### src/rtl/keypad_scanner.sv
// 4x4 matrix keypad scanner with per-press debounce and a small
// first-word-fall-through key FIFO feeding the CPU keypad register.
// Ports: clk, rst_n (async active-low); rows[3:0] in (active low,
// async); cols[3:0] out (one-hot low); rd_en pops the head; clr_ovf
// clears overflow; key_data/key_valid/key_count show the FIFO head and
// fill level; overflow is a sticky dropped-press flag; scan_state is a
// debug view (0=SCAN, 1=DEBOUNCE, 2=RELEASE).
// Optional macro KEYPAD_REPEAT_EN: auto-repeat while a key stays held.
module keypad_scanner #(
    parameter int SCAN_DIV        = 5000,
    parameter int DEBOUNCE_CYCLES = 100000,
    parameter int FIFO_DEPTH      = 4,
    parameter int REPEAT_CYCLES   = 25000000
) (
    input  logic                              clk,
    input  logic                              rst_n,
    input  logic [3:0]                        rows,
    output logic [3:0]                        cols,
    input  logic                              rd_en,
    input  logic                              clr_ovf,
    output logic [3:0]                        key_data,
    output logic                              key_valid,
    output logic [$clog2(FIFO_DEPTH+1)-1:0]   key_count,
    output logic                              overflow,
    output logic [1:0]                        scan_state
);

    localparam int DW  = $clog2(SCAN_DIV);
    localparam int DBW = $clog2(DEBOUNCE_CYCLES);
    localparam int AW  = $clog2(FIFO_DEPTH);
    localparam int CW  = $clog2(FIFO_DEPTH + 1);

    typedef enum logic [1:0] {
        SCAN     = 2'd0,
        DEBOUNCE = 2'd1,
        RELEASE  = 2'd2
    } state_t;

    state_t         state_q, state_d;
    logic [3:0]     rows_m, rows_s;
    logic [DW-1:0]  div_cnt;
    logic [DBW-1:0] deb_cnt;
    logic [1:0]     col_idx;
    logic [1:0]     row_idx;
    logic [1:0]     row_enc;
    logic [3:0]     p_q;
    logic           div_tc, deb_tc, rows_idle, rows_match;
    logic           deb_push, rep_push, push;
    logic           col_adv, latch_p;

    // rows is asynchronous to clk
    always_ff @(posedge clk or negedge rst_n) begin
        if (!rst_n) begin
            rows_m <= 4'hF;
            rows_s <= 4'hF;
        end else begin
            rows_m <= rows;
            rows_s <= rows_m;
        end
    end

    assign div_tc     = (div_cnt == DW'(SCAN_DIV - 1));
    assign deb_tc     = (deb_cnt == DBW'(DEBOUNCE_CYCLES - 1));
    assign rows_idle  = (rows_s == 4'hF);
    assign rows_match = (rows_s == p_q);

    // Lowest-indexed low row wins when several rows are pressed
    always_comb begin
        row_enc = 2'd3;
        if (!rows_s[0])      row_enc = 2'd0;
        else if (!rows_s[1]) row_enc = 2'd1;
        else if (!rows_s[2]) row_enc = 2'd2;
    end

    always_ff @(posedge clk or negedge rst_n) begin
        if (!rst_n) state_q <= SCAN;
        else        state_q <= state_d;
    end

    always_comb begin
        state_d = state_q;
        unique case (state_q)
            SCAN: begin
                if (div_tc && !rows_idle) state_d = DEBOUNCE;
            end
            DEBOUNCE: begin
                if (!rows_match)  state_d = SCAN;
                else if (deb_tc)  state_d = RELEASE;
            end
            RELEASE: begin
                if (rows_idle && deb_tc) state_d = SCAN;
            end
            default: state_d = SCAN;
        endcase
    end

    always_comb begin
        deb_push = (state_q == DEBOUNCE) && rows_match && deb_tc;
        latch_p  = (state_q == SCAN) && div_tc && !rows_idle;
        col_adv  = ((state_q == SCAN) && div_tc && rows_idle) ||
                   ((state_q == RELEASE) && rows_idle && deb_tc);
        push     = deb_push || rep_push;
    end

    assign scan_state = state_q;
    assign cols       = ~(4'b0001 << col_idx);

    always_ff @(posedge clk or negedge rst_n) begin
        if (!rst_n) begin
            div_cnt <= '0;
            deb_cnt <= '0;
            col_idx <= 2'd0;
            row_idx <= 2'd0;
            p_q     <= 4'hF;
        end else begin
            if (state_q != SCAN || div_tc) div_cnt <= '0;
            else                           div_cnt <= div_cnt + 1'b1;

            unique case (state_q)
                DEBOUNCE: begin
                    if (!rows_match || deb_tc) deb_cnt <= '0;
                    else                       deb_cnt <= deb_cnt + 1'b1;
                end
                RELEASE: begin
                    if (!rows_idle || deb_tc) deb_cnt <= '0;
                    else                      deb_cnt <= deb_cnt + 1'b1;
                end
                default: deb_cnt <= '0;
            endcase

            if (col_adv) col_idx <= col_idx + 2'd1;
            if (latch_p) begin
                p_q     <= rows_s;
                row_idx <= row_enc;
            end
        end
    end

`ifdef KEYPAD_REPEAT_EN
    localparam int RPW = $clog2(REPEAT_CYCLES);
    logic [RPW-1:0] rep_cnt;
    logic           rep_hold, rep_tc;

    assign rep_hold = (state_q == RELEASE) && rows_match;
    assign rep_tc   = (rep_cnt == RPW'(REPEAT_CYCLES - 1));
    assign rep_push = rep_hold && rep_tc;

    always_ff @(posedge clk or negedge rst_n) begin
        if (!rst_n)                 rep_cnt <= '0;
        else if (!rep_hold || rep_tc) rep_cnt <= '0;
        else                        rep_cnt <= rep_cnt + 1'b1;
    end
`else
    // Repeat disabled: REPEAT_CYCLES has no effect
    assign rep_push = 1'b0 & (REPEAT_CYCLES != 0);
`endif

    logic [3:0]    mem [FIFO_DEPTH];
    logic [AW-1:0] wr_ptr, rd_ptr;
    logic [CW-1:0] count_q;
    logic          full, do_pop, do_push, ovf_evt;

    assign full    = (count_q == CW'(FIFO_DEPTH));
    assign do_pop  = rd_en && (count_q != '0);
    // A full FIFO still accepts a push when the head leaves this cycle
    assign do_push = push && (!full || do_pop);
    assign ovf_evt = push && full && !do_pop;

    always_ff @(posedge clk) begin
        if (do_push) mem[wr_ptr] <= {row_idx, col_idx};
    end

    always_ff @(posedge clk or negedge rst_n) begin
        if (!rst_n) begin
            wr_ptr   <= '0;
            rd_ptr   <= '0;
            count_q  <= '0;
            overflow <= 1'b0;
        end else begin
            if (do_push) wr_ptr <= wr_ptr + 1'b1;
            if (do_pop)  rd_ptr <= rd_ptr + 1'b1;
            count_q <= count_q + CW'(do_push) - CW'(do_pop);
            if (ovf_evt)      overflow <= 1'b1;
            else if (clr_ovf) overflow <= 1'b0;
        end
    end

    assign key_count = count_q;
    assign key_valid = (count_q != '0);
    assign key_data  = key_valid ? mem[rd_ptr] : 4'h0;

endmodule

### config.mk
export PLATFORM = sky130hd
export DESIGN_NAME = keypad_scanner
export DESIGN_NICKNAME = d
export VERILOG_FILES = /design/src/rtl/keypad_scanner.sv
export SDC_FILE = /design/constraint.sdc
export NUM_CORES = 1
export LEC_CHECK = 0
export ABC_CLOCK_PERIOD_IN_PS = 3200
export CORE_ASPECT_RATIO = 0.8
export CORE_MARGIN = 2
export CORE_UTILIZATION = 40
export CTS_BUF_LIST = sky130_fd_sc_hd__clkbuf_8
export DETAILED_ROUTE_END_ITERATION = 6
export SLEW_MARGIN = 20
export SYNTH_ARGS = -nofsm -noshare
export SYNTH_HDL_FRONTEND = slang
export SYNTH_SLANG_ARGS = --single-unit
export TNS_END_PERCENT = 20
### constraint.sdc
create_clock -name clk -period 3.2 [get_ports clk]
set_input_delay 0.32 -clock clk [delete_from_list [all_inputs] [get_ports clk]]
set_output_delay 0.32 -clock clk [all_outputs]
set_load 0.005 [all_outputs]
==> run metrics, run 1 <==
Clk pwr share 33.2%; Mean Syn Cell Area between 10 and 15 sq um; Post-Syn Instances 290; post-synthesis mux area share approximately 4.6%; capturing point of the worst reg2reg path key_count[2]; fin crit period about 2800 ps; Layout Skew about 13 ps; launching point of the worst reg2reg path deb_cnt[0]; #FFs+latches synth between 70 and 80; Leakage about 1.6 nW; critical path data arrival time between 3000 and 4000 ps; Detailed Route Iter0 Violations about 110; Fin Hold WS -7.80 ps; Post-CTS Repair Setup Buffers 0; RSZ-0062 raised after global routing false; via count between 2000 and 2500; Final Slew Violations 0; CTS root buf clkbuf_8; # IOs 23; Clock transition at path regs roughly 80 ps; min-delay worst type input port to asynchronous set/reset pin; Final Core Density 47.2%; CP Launch Point deb_cnt[0]; Internal around 0.0014 W; Max Cap Viol 0; CP peak stage delay between 300 and 400 ps; share of cells above drive strength 1 14.2%; post_cts resized 0; total number of yosys warnings 0; Comb pwr share a little over a tenth; post-synthesis adder-cell area fraction 5.91%; Crit path required time approximately 3400 ps; NetSw 0.000476 W; vias in the first global route between 2000 and 2500; Initial Utilization roughly 41%; setup TNS 0 ps; end of the critical path key_count[2]; GRT Total Usage between 10 and 15%; mapped cell area roughly 3500 sq um; crit-path leading delay family adder cells; power per cell area around 460 nW/um^2; H-tree depth 3; hold_buf cts 0; maximum vdd drop approximately 0.28 mV; Setup Crit Path Kind register to register; largest family of logic cells by synthesized area simple AND/OR/NAND/NOR gates; post-route clock period utilization ~87%; crit path launch type register; Post-synth EDFFs 16; violated checks hold timing; XOR/XNOR Fraction of Synth Area 7.97%; critical path depth in cells 12; Post-synth top flop dfrtp_1; Max Clk Rate about 360 MHz; # fillers 763; DRC Markers 0; CP max stage cell dfrtp_1; Synth Area in Compound Gates ~5.1%; post-layout net count roughly 340; CTS sink count 72; total CTS buffers 9; Synth Net Count 314; final hold violation count 15; Seq/Total Area, Yosys between 50% and 60%; CP max FO 6; die area 9560 sq um; Async SR Flop Fraction between 70% and 80%; antenna viol nets, final 0; RD Place Congestion 0.826; sequential cell area around 1900 sq um; total gr overflow 0; row count 30; Slew headroom between 40% and 50%; Avg WL per Cell 14.4 microns; TritonRoute pass-1 iters 4; Switching Share 25.7%; Core Region about 8500 sq um; via/cell ratio 5.02; Multi-input gate area ~1500 sq um; CTS tree yes; Port Buffers 22; clk buf depth 2; commonest non-fill, non-tap cell in the layout dfrtp_1; Die Span Y ~88 microns; antenna cells 0; initial antenna violation count 0; Routed WL 6240 microns; critical-path cell list ha_1 > and4_1 > nand4_4 > nor4b_4 > inv_1 > ha_1 > inv_1 > ha_1 > inv_1 > fa_1 > xnor2_1 > xnor2_1; R2R setup slack between 400 and 500 ps; commonest non-fill, non-tap cells in the layout dfrtp_1, xnor2_1, inv_1; simple-gate share of the synthesized area around a fifth; worst path bufs/invs 3; Die Width about 110 microns; count of cell types in the netlist 51; dpl hpwl about 4400 microns; R2R cell count 12; Worst-Margin Slew 880 ps; Crit. End Element register; area growth from synthesis to layout 14.3%; first-pass GRT wire length about 11000 microns; outcome finished, violations left; # setup viols final 0; Skew-Pair Late Insertion Delay 350 ps; fraction of power consumed by sequential logic roughly 56%; pin count of the biggest net entering global routing 30
## cell type report
type	count	area share [%]
tap	112	3.49
timing repair buffer	24	5.73
inverter	20	1.87
sequential	72	47.2
multi-input combinational	191	37.6
clock inverter	7	1.06
clock buffer	9	3.08
## worst reg2reg max path: cells and delay by family (launching register included)
kind | cells | cell delay [ps]
xor gates and xnor gates | 2 | 270
adders and majority gates | 4 | 1020
buffers and inverters | 3 | 170
DFF | 1 | 390
and+or+nand+nor | 3 | 830
## registers in the layout, indices dropped and copies added, names as in the netlist
signal      flops
rd_ptr          2
key_count       3
col_idx         2
wr_ptr          2
rows_s          4
mem            16
overflow        1
div_cnt        13
scan_state      2
rows_m          4
deb_cnt        17
p_q             4
row_idx         2
## cell families after synthesis
kind of cell | Yosys count
DFF | 72
muxes | 10
adders and majority gates | 16
and+or+nand+nor | 110
AOI/OAI and AO/OA | 23
buffers and inverters | 27
xor gates and xnor gates | 32
## per-layer routing
layer	track usage, %	vias up	share of wire, %	wire length [microns]
met5	0	-	0	0
met4	5.59	0	1.6	97
met3	4.32	10	4.0	250
met2	21.5	35	44	2720
met1	21.1	1044	51	3170
li1	-	1095	-	-
## synth_stat cells, types with 11 or more instances
library cell,instances,area share (%)
dfstp_2,12,9.0
ha_1,15,5.3
nor3_1,16,2.3
and2_1,12,2.1
nand2_1,14,1.5
edfxtp_1,16,14
dfrtp_1,44,31
inv_1,20,2.1
nand3_1,13,1.9
nor2_1,14,1.5
xnor2_1,23,5.7
nand4_1,11,2.0
## worst min path at each step
| stage | from | end | slack, ps |
|---|---|---|---|
| 2_1_floorplan | rst_n | col_idx[0] | 20 |
| 3_3_place_gp | rows_m[1] | rows_s[1] | 350 |
| 3_5_place_dp | rows_m[2] | rows_s[2] | 350 |
| 4_1_cts | rst_n | deb_cnt[15] | 6 |
| 5_1_grt | rst_n | deb_cnt[15] | 40 |
| 6_report | rst_n | deb_cnt[15] | -8 |
## through the flow
stage	instances	cell area [sq um]	worst slack (ps)	power (W)	hold slack (ps)
detailed placement	419	3850	423	0.00126	347
finish	435	4020	415	0.00185	-7.80
floorplan	290	3520	519	0.00116	24.4
global placement	419	3850	467	0.00125	347
global route	435	4020	217	0.00196	38.0
CTS	435	4020	390	0.00188	5.87
## power groups by stage
stage	registers [W]	logic (W)	clock network [W]
after global routing	0.00105	0.000225	0.000684
after global placement	0.00106	0.000195	0
final	0.00104	0.000197	0.000616
after CTS	0.00104	0.000203	0.000640
after detailed placement	0.00106	0.000203	0
after floorplan	0.00103	0.000129	0
(Power assumes the default switching activity.)
==> inputs of run 2 (changes only) <==
--- a/config.mk
+++ b/config.mk
@@ -5,12 +5,13 @@
 export SDC_FILE = /design/constraint.sdc
 export NUM_CORES = 1
 export LEC_CHECK = 0
-export ABC_CLOCK_PERIOD_IN_PS = 3200
+export ABC_CLOCK_PERIOD_IN_PS = 3400
 export CORE_ASPECT_RATIO = 0.8
 export CORE_MARGIN = 2
 export CORE_UTILIZATION = 40
 export CTS_BUF_LIST = sky130_fd_sc_hd__clkbuf_8
 export DETAILED_ROUTE_END_ITERATION = 6
+export HOLD_SLACK_MARGIN = 0.1
 export SLEW_MARGIN = 20
 export SYNTH_ARGS = -nofsm -noshare
 export SYNTH_HDL_FRONTEND = slang
==> constraint.sdc (replaced) <==
create_clock -name clk -period 3.4 [get_ports clk]
set_input_delay 0.34 -clock clk [delete_from_list [all_inputs] [get_ports clk]]
set_output_delay 0.34 -clock clk [all_outputs]
set_load 0.005 [all_outputs]
==> run metrics, run 2 (synthesis gave the netlist of run 1 again) <==
outcome complete, no violations; Core Region around 8500 sq um; Post-CTS Repair Setup Buffers 0; clk buf depth 2; power per cell area 424 nW/um^2; first-pass GRT wire length between 10000 and 15000 microns; row count 30; Comb pwr share 10.9%; register with the most flip-flops deb_cnt; commonest non-fill, non-tap cells in the layout dfrtp_1, inv_1, xnor2_1; area growth from synthesis to layout 14.0%; Detailed Route Iter0 Violations between 100 and 150; fraction of power consumed by sequential logic a little under 60%; final hold violation count 0; commonest non-fill, non-tap cell in the layout dfrtp_1; # setup viols final 0; Crit. End Element register; Clk pwr share roughly 31%; Final Slew Violations 0; hold_buf cts 1; antenna cells 0; pin count of the biggest net entering global routing 32; GRT Total Usage between 10% and 20%; # IOs 23; Internal 0.00129 W; TritonRoute pass-1 iters 4; H-tree depth 3; Worst-Margin Slew between 800 and 900 ps; via count between 2000 and 2500; CP max FO 7; total CTS buffers 9; total gr overflow 0; antenna viol nets, final 0; via/cell ratio 5.00; Leakage approximately 1.6 nW; CTS tree yes; Layout Skew between 6 and 7 ps; Max Clk Rate ~340 MHz; post-route clock period utilization between 80% and 90%; DRC Markers 0; Routed WL slightly above 6000 microns; biggest regs deb_cnt (17), mem (16), div_cnt (13); dpl hpwl ~4400 microns; Final Core Density around 47%; Initial Utilization 41.3%; NetSw 0.000411 W; die area roughly 9600 sq um; RSZ-0062 raised after global routing false; min-delay worst type register to register; crit path launch type register; share of cells above drive strength 1 a little over an eighth; Multi-input gate area 1510 sq um; CTS root buf clkbuf_8; fin crit period roughly 2900 ps; vias in the first global route between 2000 and 2500; initial antenna violation count 0; setup TNS 0 ps; post-layout net count 342; critical path data arrival time between 3000 and 4000 ps; maximum vdd drop approximately 0.24 mV; Die Span Y just under 90 microns; CTS sink count 72; Port Buffers 22; Max Cap Viol 0; Avg WL per Cell 14.1 microns; # fillers 802; RD Place Congestion between 0.8 and 0.9; Slew headroom between 40% and 50%; Skew-Pair Late Insertion Delay 340 ps; Clock transition at path regs roughly 70 ps; Crit path required time 3630 ps; Fin Hold WS 357 ps; post_cts resized 0; max reg flops 17; Switching Share 24.2%; sequential cell area approximately 1900 sq um; Die Width 109 microns; Setup Crit Path Kind register to register
==> run 2: cell count changes in the layout (fill, tap and decap cells not counted) <==
cell           delta
buf_4             -1
clkinv_4          -2
dlygate4sd3_1     +1
inv_1             +3
clkinvlp_4        -1
==> run 2: critical path: stages (launching register included) <==
cell	delay, ps
dfrtp_1	390
ha_1	230
and4_1	390
nand4_4	170
nor4b_4	410
inv_1	90
ha_1	270
inv_1	50
ha_1	120
inv_1	50
fa_1	370
xnor2_1	150
xnor2_1	130
==> run 2: routing by layer <==
metal	global-route usage (%)	vias to the layer above	wire length, microns
met2	22.8	32	2760
met1	20.0	1041	3070
met5	0	-	0
li1	-	1093	-
met4	4.90	0	68
met3	5.13	7	243
==> run 2: worst paths after layout <==
path	startpoint	to	slack [ps]	cells past startpoint
min in group asynchronous	rst_n	deb_cnt[16]	520	2
min	rows_m[1]	rows_s[1]	360	0
min reg2reg	rows_m[1]	rows_s[1]	360	0
max reg2reg	deb_cnt[0]	key_count[2]	480	12
max in group asynchronous	rst_n	rows_s[2]	2040	3
max	deb_cnt[0]	key_count[2]	480	12
==> run 2: layout make-up <==
| cell class | count | area share [%] |
|---|---|---|
| clock buffers | 9 | 3.09 |
| clock inverters | 7 | 0.718 |
| inverters | 20 | 1.87 |
| multi-input cells | 191 | 37.7 |
| flip-flops and latches | 72 | 47.3 |
| well taps | 112 | 3.50 |
| repair buffers | 24 | 5.81 |
==> run 2: power by group through the flow <==
stage	sequential, W	clock (W)	combinational (W)
after floorplan	0.000973	0	0.000121
after global placement	0.000997	0	0.000183
after detailed placement	0.000999	0	0.000188
after CTS	0.000984	0.000563	0.000190
after global routing	0.000994	0.000597	0.000210
final	0.000982	0.000531	0.000186
==> run 2: stage by stage <==
stage / instances / total power [W] / instance area, sq um / setup WS, ps
2_1_floorplan: 290 / 0.00109 / 3520 / 719
3_5_place_dp: 418 / 0.00119 / 3850 / 474
6_report: 435 / 0.00170 / 4010 / 481
5_1_grt: 435 / 0.00180 / 4010 / 201
3_3_place_gp: 418 / 0.00118 / 3850 / 529
4_1_cts: 435 / 0.00174 / 4010 / 467
